## src/rtl/sfifo_prog.sv

```systemverilog
// Single-clock FIFO with programmable almost-full/empty levels, occupancy count, flush and
// sticky error flags. Define SFIFO_PROG_FWFT_EN for first-word-fall-through reads.
module sfifo_prog #(
  parameter int unsigned DATA_WIDTH = 8,
  parameter int unsigned ADDR_WIDTH = 4
) (
  input  logic                  i_clk,
  input  logic                  i_reset,
  input  logic [DATA_WIDTH-1:0] i_wdata,
  input  logic                  i_winc,
  input  logic                  i_rinc,
  input  logic                  i_flush,
  input  logic                  i_clr_err,
  input  logic [ADDR_WIDTH:0]   i_afull_lvl,
  input  logic [ADDR_WIDTH:0]   i_aempty_lvl,
  output logic [DATA_WIDTH-1:0] o_rdata,
  output logic                  o_rvalid,
  output logic                  o_wfull,
  output logic                  o_wfull_almost,
  output logic                  o_rempty,
  output logic                  o_rempty_almost,
  output logic [ADDR_WIDTH:0]   o_count,
  output logic                  o_overflow,
  output logic                  o_underflow
);

  localparam int unsigned FIFO_DEPTH = 1 << ADDR_WIDTH;
  localparam int unsigned CW = ADDR_WIDTH + 1;
  localparam logic [CW-1:0] DepthCnt = CW'(FIFO_DEPTH);

  logic [DATA_WIDTH-1:0] mem_q [FIFO_DEPTH];
  logic [ADDR_WIDTH-1:0] wr_ptr_q, wr_ptr_d, rd_ptr_q, rd_ptr_d;
  logic [CW-1:0]         count_q, count_d;
  logic                  ovf_q, ovf_d, unf_q, unf_d;
  logic                  wr_acc, rd_acc;

  assign o_wfull         = (count_q == DepthCnt);
  assign o_rempty        = (count_q == '0);
  assign o_wfull_almost  = (count_q >= i_afull_lvl);
  assign o_rempty_almost = (count_q <= i_aempty_lvl);
  assign o_count         = count_q;
  assign o_overflow      = ovf_q;
  assign o_underflow     = unf_q;

  always_comb begin
    // Flush swallows both requests, including their error side effects.
    wr_acc   = i_winc & ~o_wfull & ~i_flush;
    rd_acc   = i_rinc & ~o_rempty & ~i_flush;
    wr_ptr_d = wr_ptr_q;
    rd_ptr_d = rd_ptr_q;
    count_d  = count_q;
    if (i_flush) begin
      wr_ptr_d = '0;
      rd_ptr_d = '0;
      count_d  = '0;
    end else begin
      if (wr_acc) wr_ptr_d = wr_ptr_q + ADDR_WIDTH'(1);
      if (rd_acc) rd_ptr_d = rd_ptr_q + ADDR_WIDTH'(1);
      if (wr_acc && !rd_acc) begin
        count_d = count_q + CW'(1);
      end else if (rd_acc && !wr_acc) begin
        count_d = count_q - CW'(1);
      end
    end
    ovf_d = (ovf_q & ~i_clr_err) | (i_winc & o_wfull & ~i_flush);
    unf_d = (unf_q & ~i_clr_err) | (i_rinc & o_rempty & ~i_flush);
  end

  always_ff @(posedge i_clk or posedge i_reset) begin
    if (i_reset) begin
      wr_ptr_q <= '0;
      rd_ptr_q <= '0;
      count_q  <= '0;
      ovf_q    <= 1'b0;
      unf_q    <= 1'b0;
    end else begin
      wr_ptr_q <= wr_ptr_d;
      rd_ptr_q <= rd_ptr_d;
      count_q  <= count_d;
      ovf_q    <= ovf_d;
      unf_q    <= unf_d;
    end
  end

  always_ff @(posedge i_clk) begin
    if (wr_acc) mem_q[wr_ptr_q] <= i_wdata;
  end

`ifdef SFIFO_PROG_FWFT_EN
  assign o_rdata  = mem_q[rd_ptr_q];
  assign o_rvalid = ~o_rempty;
`else
  logic [DATA_WIDTH-1:0] rdata_q;
  logic                  rvalid_q;

  always_ff @(posedge i_clk or posedge i_reset) begin
    if (i_reset) begin
      rdata_q  <= '0;
      rvalid_q <= 1'b0;
    end else begin
      rvalid_q <= rd_acc;
      if (rd_acc) rdata_q <= mem_q[rd_ptr_q];
    end
  end

  assign o_rdata  = rdata_q;
  assign o_rvalid = rvalid_q;
`endif

endmodule
```

## config.mk

```make
export PLATFORM = sky130hd
export DESIGN_NAME = sfifo_prog
export DESIGN_NICKNAME = d
export VERILOG_FILES = /design/src/rtl/sfifo_prog.sv
export SDC_FILE = /design/constraint.sdc
export NUM_CORES = 1
export LEC_CHECK = 0
export BUFFER_PORTS_ARGS = -buffer_cell sky130_fd_sc_hd__buf_2
export CAP_MARGIN = 20
export CORE_MARGIN = 4
export CORE_UTILIZATION = 45
export DETAILED_ROUTE_END_ITERATION = 16
export RECOVER_POWER = 25
export SYNTH_ARGS = -nofsm -noshare
export SYNTH_HDL_FRONTEND = slang
export SYNTH_SLANG_ARGS = --single-unit
```

## constraint.sdc

```tcl
create_clock -name i_clk -period 3.3 [get_ports i_clk]
set_clock_uncertainty 0.1 [all_clocks]
set_input_delay 0.66 -clock i_clk [delete_from_list [all_inputs] [get_ports i_clk]]
set_output_delay 0.66 -clock i_clk [all_outputs]
set_load 0.005 [all_outputs]
```

==> flow_summary.json, run 1 <==
{
  "async_reset_ff_share_pct": 15.8,
  "grt_antenna_before_repair": 0,
  "start_kind": "flip-flop",
  "drc_errors": 0,
  "vias": 3433,
  "routed_via_density": 5.48,
  "fin_area_um2": 7460,
  "htreeDepth": 4,
  "clkPwrFrac_pct": 35.5,
  "grt_setup_unrepaired": "false",
  "dpl_cell_area_um2": 6920,
  "num_rows": 43,
  "fillers": 1119,
  "critPathMaxStageDelay_ps": 560,
  "synth_area_leaders": "edfxtp_1 60%, mux4_2 11%, dfrtp_1 9.4%",
  "ios": 44,
  "crit_chain": "ha_1, nor2b_1, o21a_1, o21a_1, o21a_1, o22ai_1, buf_2",
  "hold_viol": 2,
  "max_slew_margin_pct": 6.86,
  "cp-end-kind": "output pin",
  "clock_latency_ps": 410,
  "yosys.area.top_type": "edfxtp_1",
  "final_util_pct": 53.7,
  "syn2layout_area_growth_pct": 16.9,
  "initial_core_util_pct": 46.0,
  "worst_ep_required_time_ps": 2540,
  "grt_overflow": 0,
  "synth-seq-cells": 152,
  "layout_min_cycle_time_ps": 2920,
  "ir_worst_vdd_mv": 0.453,
  "crit_type": "reg -> out",
  "firstDrtPassIters": 4,
  "wl_per_cell_um": 20.4,
  "clkTransAtPathRegs_ps": 60,
  "numClockSinks": 152,
  "power_density_nw_per_um2": 668,
  "track_usage_pct": 16.9,
  "cp_slowest_cell": "dfrtp_1",
  "crit_arrival_ps": 2160,
  "yosys_warnings": 0,
  "diodes": 0,
  "syn_area_um2": 6380,
  "setup-violations-final": 0,
  "fin_worst_hold_slack_ps": -2.96,
  "setup_slack_ps": 383,
  "worst_pin_slew_ps": 1400,
  "power_frac_comb_pct": 17.8,
  "power_leakage_uw": 0.00267,
  "violations": "hold timing",
  "dp.final_hpwl_um": 8310,
  "final_antenna_net_count": 0,
  "cts-resized-gates": 0,
  "die_area_um2": 16100,
  "finalCritPeriodShare_pct": 88.4,
  "setup_tns_ps": 0,
  "run_status": "finished, violations left",
  "hold_path.class": "in -> async",
  "drt_iter0_drc": 308,
  "nets": 477,
  "die_x_um": 127,
  "core-area_um2": 13900,
  "synth_edf_count": 128,
  "cts_max_path_buffers": 2,
  "power_frac_seq_pct": 46.6,
  "max_freq_ghz": 0.343,
  "final-max-slew-violation-count": 0,
  "ctsHoldBuffers": 0,
  "cts_tree": "done",
  "postCtsSetupBuffers": 0,
  "drv_cap": 0,
  "synthDistinctLibCells": 34,
  "p_sw_uw": 1390,
  "intPower_uw": 3590,
  "yosys.area.top_type_share_pct": 60.2,
  "die_y_um": 127,
  "ys_seq_area_share_pct": 69.7,
  "grt_pass1_vias": 3562,
  "netlist_instances": 365,
  "synth_ff_type": "edfxtp_1",
  "grt_pass1_wl_um": 20400,
  "grt_start_max_net_pins": 25,
  "dp_slack_ps": 490,
  "critical_path.max_fanout": 8,
  "p_sw_share_pct": 28.0,
  "layout-drive-gt1-share_pct": 28.5,
  "root_buffer": "clkbuf_16",
  "synthesis.nets": 409,
  "io_buffers": 43,
  "numCtsBuffers": 17,
  "syn_area_per_cell_um2": 17.5,
  "gp_congestion": 0.765,
  "path_common_cell": "o21a_1",
  "routed_wl_um": 12800
}
## cells by family (layout without fill, tap and decap cells)
family / count (synthesis) / after routing / share of synthesized area (%)
simple gates: 67 / 67 / 4.86
mux: 51 / 51 / 14.3
buf+inv: 35 / 116 / 2.29
fa+ha+maj: 20 / 20 / 4.04
xor+xnor: 9 / 9 / 1.24
flops: 152 / 152 / 69.7
compound gates: 31 / 31 / 3.63
## synth_stat cells, types with 3 or more instances
cell      number
o21a_1         3
nor2_1        24
ha_1          19
nand3_1        5
inv_1         19
nor3_1         4
buf_2          6
o22ai_1        3
a21oi_1        7
xnor2_1        5
xor2_1         4
mux4_2        32
mux2i_1       19
nand2_1       21
edfxtp_1     128
clkbuf_1       7
nand2b_1       6
o221ai_1       8
dfrtp_1       24
## routing by layer
layer | track usage (%) | wire [um] | up-vias
li1 | - | - | 1557
met1 | 23.5 | 5760 | 1785
met2 | 27.2 | 6360 | 85
met3 | 3.85 | 588 | 6
met4 | 4.48 | 71 | 0
met5 | 0 | 0 | -
## cells in the final DEF, fill, tap and decap left out, types with 2 or more instances in the layout
master	netlist	final
edfxtp_1	128	128
clkinv_2	0	2
nor2_1	24	24
xor2_1	4	4
clkbuf_16	0	17
nand4_1	2	2
a21o_1	2	2
clkinv_4	0	4
dfrtp_1	24	23
a21oi_1	7	7
nor3_1	4	4
clkbuf_1	7	7
nor2b_1	2	2
nand2b_1	6	6
o21ai_0	2	2
buf_2	6	38
inv_6	0	5
ha_1	19	19
or3_1	2	2
nand3_1	5	5
o21a_1	3	3
buf_4	0	20
mux2i_1	19	19
inv_1	19	19
xnor2_1	5	5
clkinvlp_4	0	2
nand2_1	21	21
mux4_2	32	32
o221ai_1	8	8
o22ai_1	3	3
## final cells by class
class / count / area, um^2 / share of cell area (%)
Sequential cell: 152 / 4450 / 59.6
Multi-Input combinational cell: 178 / 1790 / 24.0
Clock buffer: 18 / 429 / 5.75
Timing Repair Buffer: 65 / 383 / 5.13
Tap cell: 180 / 225 / 3.02
Clock inverter: 14 / 115 / 1.54
Inverter: 19 / 71.3 / 0.956
## registers in the layout, indices dropped and copies added (netlist names)
signal       flops
mem_q          128
o_rdata          8
o_count          5
rd_ptr_q         4
wr_ptr_q         4
o_overflow       1
o_rvalid         1
o_underflow      1
## final timing paths
kind	from	to	cells past startpoint	slack, ps
min in group i_clk	i_clr_err	o_overflow	2	350
max	o_count[1]	o_rempty_almost	7	380
max reg2reg	o_count[0]	o_count[4]	8	550
min reg2reg	o_rdata[5]	o_rdata[5]	2	400
min	i_reset	o_rdata[5]	2	-3
max in group asynchronous	i_reset	rd_ptr_q[2]	3	1500
## power groups by stage
stage	combinational, uW	clock (uW)	sequential (uW)
final	888	1770	2320
after global routing	999	1900	2340
after CTS	899	1810	2330
after detailed placement	896	0	2370
after global placement	872	0	2360
after floorplan	593	0	2340
## worst max-delay path, delay by kind of cell, from the launching register on
family          cells  cell delay [ps]
flops               1              560
buf+inv             1              130
fa+ha+maj           1              320
simple gates        1              140
compound gates      4              590
## per-stage QoR
step	cells	power (uW)
floorplan	365	2940
CTS	625	5040
global route	626	5250
detailed placement	593	3260
global placement	593	3230
finish	626	4980
(Power assumes the default switching activity.)
==> run 2, diff against run 1 <==
--- a/config.mk
+++ b/config.mk
@@ -5,12 +5,14 @@
 export SDC_FILE = /design/constraint.sdc
 export NUM_CORES = 1
 export LEC_CHECK = 0
+export ABC_AREA = 1
 export BUFFER_PORTS_ARGS = -buffer_cell sky130_fd_sc_hd__buf_2
 export CAP_MARGIN = 20
 export CORE_MARGIN = 4
 export CORE_UTILIZATION = 45
 export DETAILED_ROUTE_END_ITERATION = 16
 export RECOVER_POWER = 25
+export REMOVE_ABC_BUFFERS = 1
 export SYNTH_ARGS = -nofsm -noshare
 export SYNTH_HDL_FRONTEND = slang
 export SYNTH_SLANG_ARGS = --single-unit
==> run 2 against run 1 <==
The flow now finishes without violations; non-clock buffer count is 14 lower; clock-buffer cell count is 3 higher; sequential share of layout area fell by 2.4 points; combinational power increased by 93%; sequential power hardly changed; cell area grew 4.2%; routed wire length rose by 26%; worst setup slack better by 350 ps; critical path type unchanged.
==> flow_summary.json, run 2 <==
{
  "run_status": "completed",
  "final-max-slew-violation-count": 0,
  "largest-register": "mem_q",
  "root_buffer": "clkbuf_16",
  "worst_ep_required_time_ps": 2540,
  "hold_path.class": "in -> async",
  "cts_tree": "done",
  "mostFrequentLayoutCell": "nand2_1",
  "grt_setup_unrepaired": "false",
  "track_usage_pct": 19.3,
  "layout_common_cells": "269 x nand2_1, 128 x edfxtp_1, 75 x nand3_1",
  "grt_start_max_net_pins": 67,
  "layout-drive-gt1-share_pct": 11.4,
  "routed_wl_um": 16200,
  "drc_errors": 0,
  "hold_viol": 0,
  "synth_edf_count": 128,
  "synth_area_leaders": "edfxtp_1 55%, nand2_1 15%, dfrtp_1 8.7%",
  "cp-end-kind": "output pin",
  "fillers": 1399,
  "routed_via_density": 5.18,
  "die_x_um": 132,
  "numCtsBuffers": 17,
  "htreeDepth": 4,
  "gp_congestion": 0.928,
  "cts_max_path_buffers": 2,
  "syn2layout_area_growth_pct": 12.0,
  "largest_reg_flops": 128,
  "drt_iter0_drc": 371,
  "finalCritPeriodShare_pct": 77.7,
  "start_kind": "flip-flop",
  "max_freq_ghz": 0.390,
  "synth_ff_type": "edfxtp_1",
  "fin_worst_hold_slack_ps": 77.0,
  "grt_pass1_vias": 4775,
  "io_buffers": 43,
  "netlist_instances": 687,
  "grt_pass1_wl_um": 25900,
  "fin_area_um2": 7770,
  "nets": 774,
  "diodes": 0,
  "dp.final_hpwl_um": 10900,
  "die_area_um2": 17500,
  "setup_tns_ps": 0,
  "clock_latency_ps": 420,
  "num_rows": 45,
  "multi_input_area_um2": 2060,
  "crit_type": "reg -> out",
  "final_antenna_net_count": 0,
  "ctsHoldBuffers": 0,
  "power_density_nw_per_um2": 746,
  "clkTransAtPathRegs_ps": 60,
  "initial_core_util_pct": 45.8,
  "ys_seq_area_share_pct": 64.0,
  "yosysMostFrequentCell": "nand2_1",
  "yosys.area.top_type_share_pct": 55.4,
  "yosys.area.top_type": "edfxtp_1",
  "power_leakage_uw": 0.00336,
  "setup-violations-final": 0,
  "cts-resized-gates": 0,
  "grt_antenna_before_repair": 0,
  "firstDrtPassIters": 5,
  "vias": 4825,
  "seqCellArea_um2": 4450,
  "core-area_um2": 15100,
  "max_slew_margin_pct": 39.5,
  "dpl_cell_area_um2": 7240,
  "syn_area_um2": 6940,
  "worst_pin_slew_ps": 908,
  "syn_area_per_cell_um2": 10.1,
  "die_y_um": 132,
  "yosys_warnings": 0,
  "grt_overflow": 0,
  "critical_path.max_fanout": 7,
  "postCtsSetupBuffers": 0,
  "synth_common_cells": "269 x nand2_1, 128 x edfxtp_1, 75 x nand3_1, 57 x inv_1, 38 x nor2_1",
  "drv_cap": 0,
  "ios": 44,
  "numClockSinks": 152,
  "layout_min_cycle_time_ps": 2560,
  "wl_per_cell_um": 17.4,
  "crit_arrival_ps": 1800,
  "synthDistinctLibCells": 28,
  "ir_worst_vdd_mv": 0.460,
  "async_reset_ff_share_pct": 15.8,
  "synth-seq-cells": 152
}
==> run 2: cell types whose count changed after synthesis, moves of 6 or more <==
cell	before	now
nand3_1	5	75
buf_2	6	12
o221ai_1	8	0
nand2b_1	6	0
buf_6	1	10
inv_1	19	57
nor2_1	24	38
o21ai_0	2	11
nand2_1	21	269
mux2i_1	19	0
mux4_2	32	0
o21ai_1	0	9
==> run 2: critical path: stages (launching register included) <==
cell and delay [ps]:
dfrtp_1 470, ha_1 360, a21oi_1 160, o21ai_0 90
o22ai_1 160, buf_2 150
==> run 2: area by class of cell <==
type | count | share of cell area [%]
flip-flops and latches | 152 | 57.2
clock buffers | 21 | 5.94
repair buffers | 51 | 3.41
well taps | 188 | 3.03
clock inverters | 11 | 0.886
inverters | 63 | 3.04
multi-input cells | 445 | 26.5
==> run 2: routing by layer <==
layer | vias to the layer above | track usage, % | part of all wire [%]
met3 | 21 | 3.93 | 4.7
li1 | 2346 | - | -
met2 | 126 | 30.6 | 48
met5 | - | 0 | 0
met4 | 0 | 6.76 | 1.7
met1 | 2332 | 26.7 | 45
==> run 2: final timing paths <==
path                       depth (start not counted)  slack [ps]         endpoint        from
max in group asynchronous                          3        1920      wr_ptr_q[3]     i_reset
min                                                2          80       o_rdata[4]     i_reset
min in group i_clk                                 2         330       o_overflow   i_clr_err
min reg2reg                                        2         380       o_rdata[0]  o_rdata[0]
max                                                5         740  o_rempty_almost  o_count[2]
max reg2reg                                       13         900       o_count[4]  o_count[1]
==> run 2: report_power, final <==
group          switching (uW)  internal [uW]
Clock                     747           1000
Sequential                126           2210
Combinational            1150            564
==> run 2: per-stage QoR <==
step | util (%) | worst slack, ps | total power (uW) | instances
floorplan | - | 578 | 3460 | 660
global placement | 47.8 | 819 | 4050 | 898
detailed placement | 47.8 | 769 | 4090 | 898
CTS | 51.3 | 722 | 5850 | 930
global route | 51.3 | 602 | 6190 | 931
finish | 51.3 | 736 | 5800 | 931
==> run 2: logic make-up after synthesis <==
logic type,Yosys count,synth area share (%)
flops,152,64.0
compound gates,32,2.58
simple gates,391,23.1
fa+ha+maj,20,3.71
xor+xnor,2,0.252
buf+inv,90,6.33
==> run 3, diff against run 2 <==
==> constraint.sdc (replaced) <==
create_clock -name i_clk -period 2.5 [get_ports i_clk]
set_clock_uncertainty 0.1 [all_clocks]
set_input_delay 0.5 -clock i_clk [delete_from_list [all_inputs] [get_ports i_clk]]
set_output_delay 0.5 -clock i_clk [all_outputs]
set_load 0.005 [all_outputs]
==> run 3 against run 2 <==
Cell area up 2.5%; sequential share of layout area down 1.4 points; critical path depth rose by 1; flip-flop and latch count unchanged; largest power group unchanged.
==> flow_summary.json, run 3 (same netlist as run 2, synthesis figures left out) <==
{
  "postCtsSetupBuffers": 0,
  "power_density_nw_per_um2": 996,
  "cts_tree": "done",
  "grt_pass1_vias": 4905,
  "numCtsBuffers": 17,
  "drv_cap": 0,
  "wl_per_cell_um": 16.9,
  "diodes": 0,
  "rr_endpoint": "o_count[4]",
  "critical_path.max_fanout": 6,
  "final-max-slew-violation-count": 0,
  "track_usage_pct": 19.1,
  "fin_area_um2": 7960,
  "firstDrtPassIters": 5,
  "wl_met2_um": 7760,
  "grt_start_max_net_pins": 67,
  "drc_errors": 0,
  "setup-violations-final": 0,
  "run_status": "completed",
  "dr_wl_met3_um": 764,
  "fin_worst_hold_slack_ps": 175,
  "grt_overflow": 0,
  "dp.final_hpwl_um": 10700,
  "largest-register": "mem_q",
  "worstHoldPathCells": 2,
  "htreeDepth": 4,
  "clkTransAtPathRegs_ps": 60,
  "die_y_um": 132,
  "start_kind": "flip-flop",
  "rrSetupSlack_ps": 200,
  "gp_congestion": 0.851,
  "core-area_um2": 15100,
  "layout_min_cycle_time_ps": 2380,
  "vias": 4846,
  "power_leakage_uw": 0.00347,
  "clock_latency_ps": 420,
  "crit_arrival_ps": 1780,
  "crit_start": "o_count[2]",
  "layout_common_cells": "269 x nand2_1, 128 x edfxtp_1, 75 x nand3_1",
  "crit_type": "reg -> out",
  "max_slew_margin_pct": 8.06,
  "grt_antenna_before_repair": 0,
  "final_antenna_net_count": 0,
  "syn2layout_area_growth_pct": 14.7,
  "max_freq_ghz": 0.419,
  "initial_core_util_pct": 45.8,
  "top_layer_used": "met4",
  "dpl_cell_area_um2": 7400,
  "hold_end": "o_overflow",
  "numClockSinks": 152,
  "worstReg2RegStart": "o_count[3]",
  "layout-drive-gt1-share_pct": 13.0,
  "num_rows": 45,
  "io_buffers": 43,
  "ir_worst_vdd_mv": 0.595,
  "die_x_um": 132,
  "routed_via_density": 5.12,
  "cp-end-kind": "output pin",
  "hold_path.class": "in -> reg",
  "nets": 791,
  "drt_iter0_drc": 352,
  "hold_viol": 0,
  "multi_input_area_um2": 2060,
  "largest_reg_flops": 128,
  "worst_pin_slew_ps": 1380,
  "wl_met1_um": 7190,
  "cts_max_path_buffers": 2,
  "ctsHoldBuffers": 0,
  "cts-resized-gates": 0,
  "routed_wl_um": 16000,
  "r2r_cells": 14,
  "finalCritPeriodShare_pct": 95.4,
  "final_util_pct": 52.6,
  "fillers": 1343,
  "root_buffer": "clkbuf_16",
  "worst_ep_required_time_ps": 1900,
  "die_area_um2": 17500,
  "grt_setup_unrepaired": "false",
  "ios": 44,
  "grt_pass1_wl_um": 25900,
  "mostFrequentLayoutCell": "nand2_1",
  "seqCellArea_um2": 4450,
  "min_from": "i_clr_err"
}
==> run 3: changes by cell type in the layout (fill, tap and decap cells not counted), moves of 2 or more <==
cell | previous run | this run
buf_4 | 7 | 22
clkinv_1 | 2 | 6
bufinv_16 | 0 | 3
clkinv_2 | 5 | 2
inv_4 | 3 | 0
buf_12 | 0 | 2
inv_6 | 2 | 0
==> run 3: cell type report <==
cell class                      count  share of cell area, %
Tap cell                          188                   2.95
Clock buffer                       20                   5.48
Inverter                           63                   2.97
Clock inverter                     11                   1.65
Sequential cell                   152                   55.8
Multi-Input combinational cell    445                   25.9
Timing Repair Buffer               68                   5.26
==> run 3: worst max-delay path, stage by stage, from the launching register on <==
cell and delay [ps]:
dfrtp_1 370, buf_4 170, ha_1 310, a21oi_1 120, o21ai_0 100, o22ai_1 160
buf_2 150
==> run 3: per-stage QoR <==
step / worst slack [ps] / TNS [ps] / cells / power (uW)
floorplan: -222 / -1770 / 660 / 4570
global placement: 198 / 0 / 916 / 5440
detailed placement: 118 / 0 / 916 / 5490
CTS: 48.0 / 0 / 947 / 7980
global route: 3.86 / 0 / 947 / 8420
finish: 116 / 0 / 947 / 7930
==> run 3: how the worst max path moves through the flow <==
stage	endpoint	slack (ps)	depth (start not counted)
floorplan	o_rdata[0]	-220	9
global placement	o_count[4]	200	14
detailed placement	o_count[4]	120	14
CTS	o_wfull_almost	50	4
global route	o_rempty_almost	4	5
finish	o_rempty_almost	120	6
==> run 3: layer usage <==
layer	track usage, %	up-vias
met5	0	-
li1	-	2374
met4	6.76	0
met2	31.3	116
met1	25.8	2332
met3	3.47	24
==> run 3: power breakdown <==
part | total, uW | switching (uW) | internal, uW
sequential | 3050 | 124 | 2920
combinational | 2410 | 1600 | 811
clock | 2480 | 932 | 1550
total | 7930 | 2650 | 5280
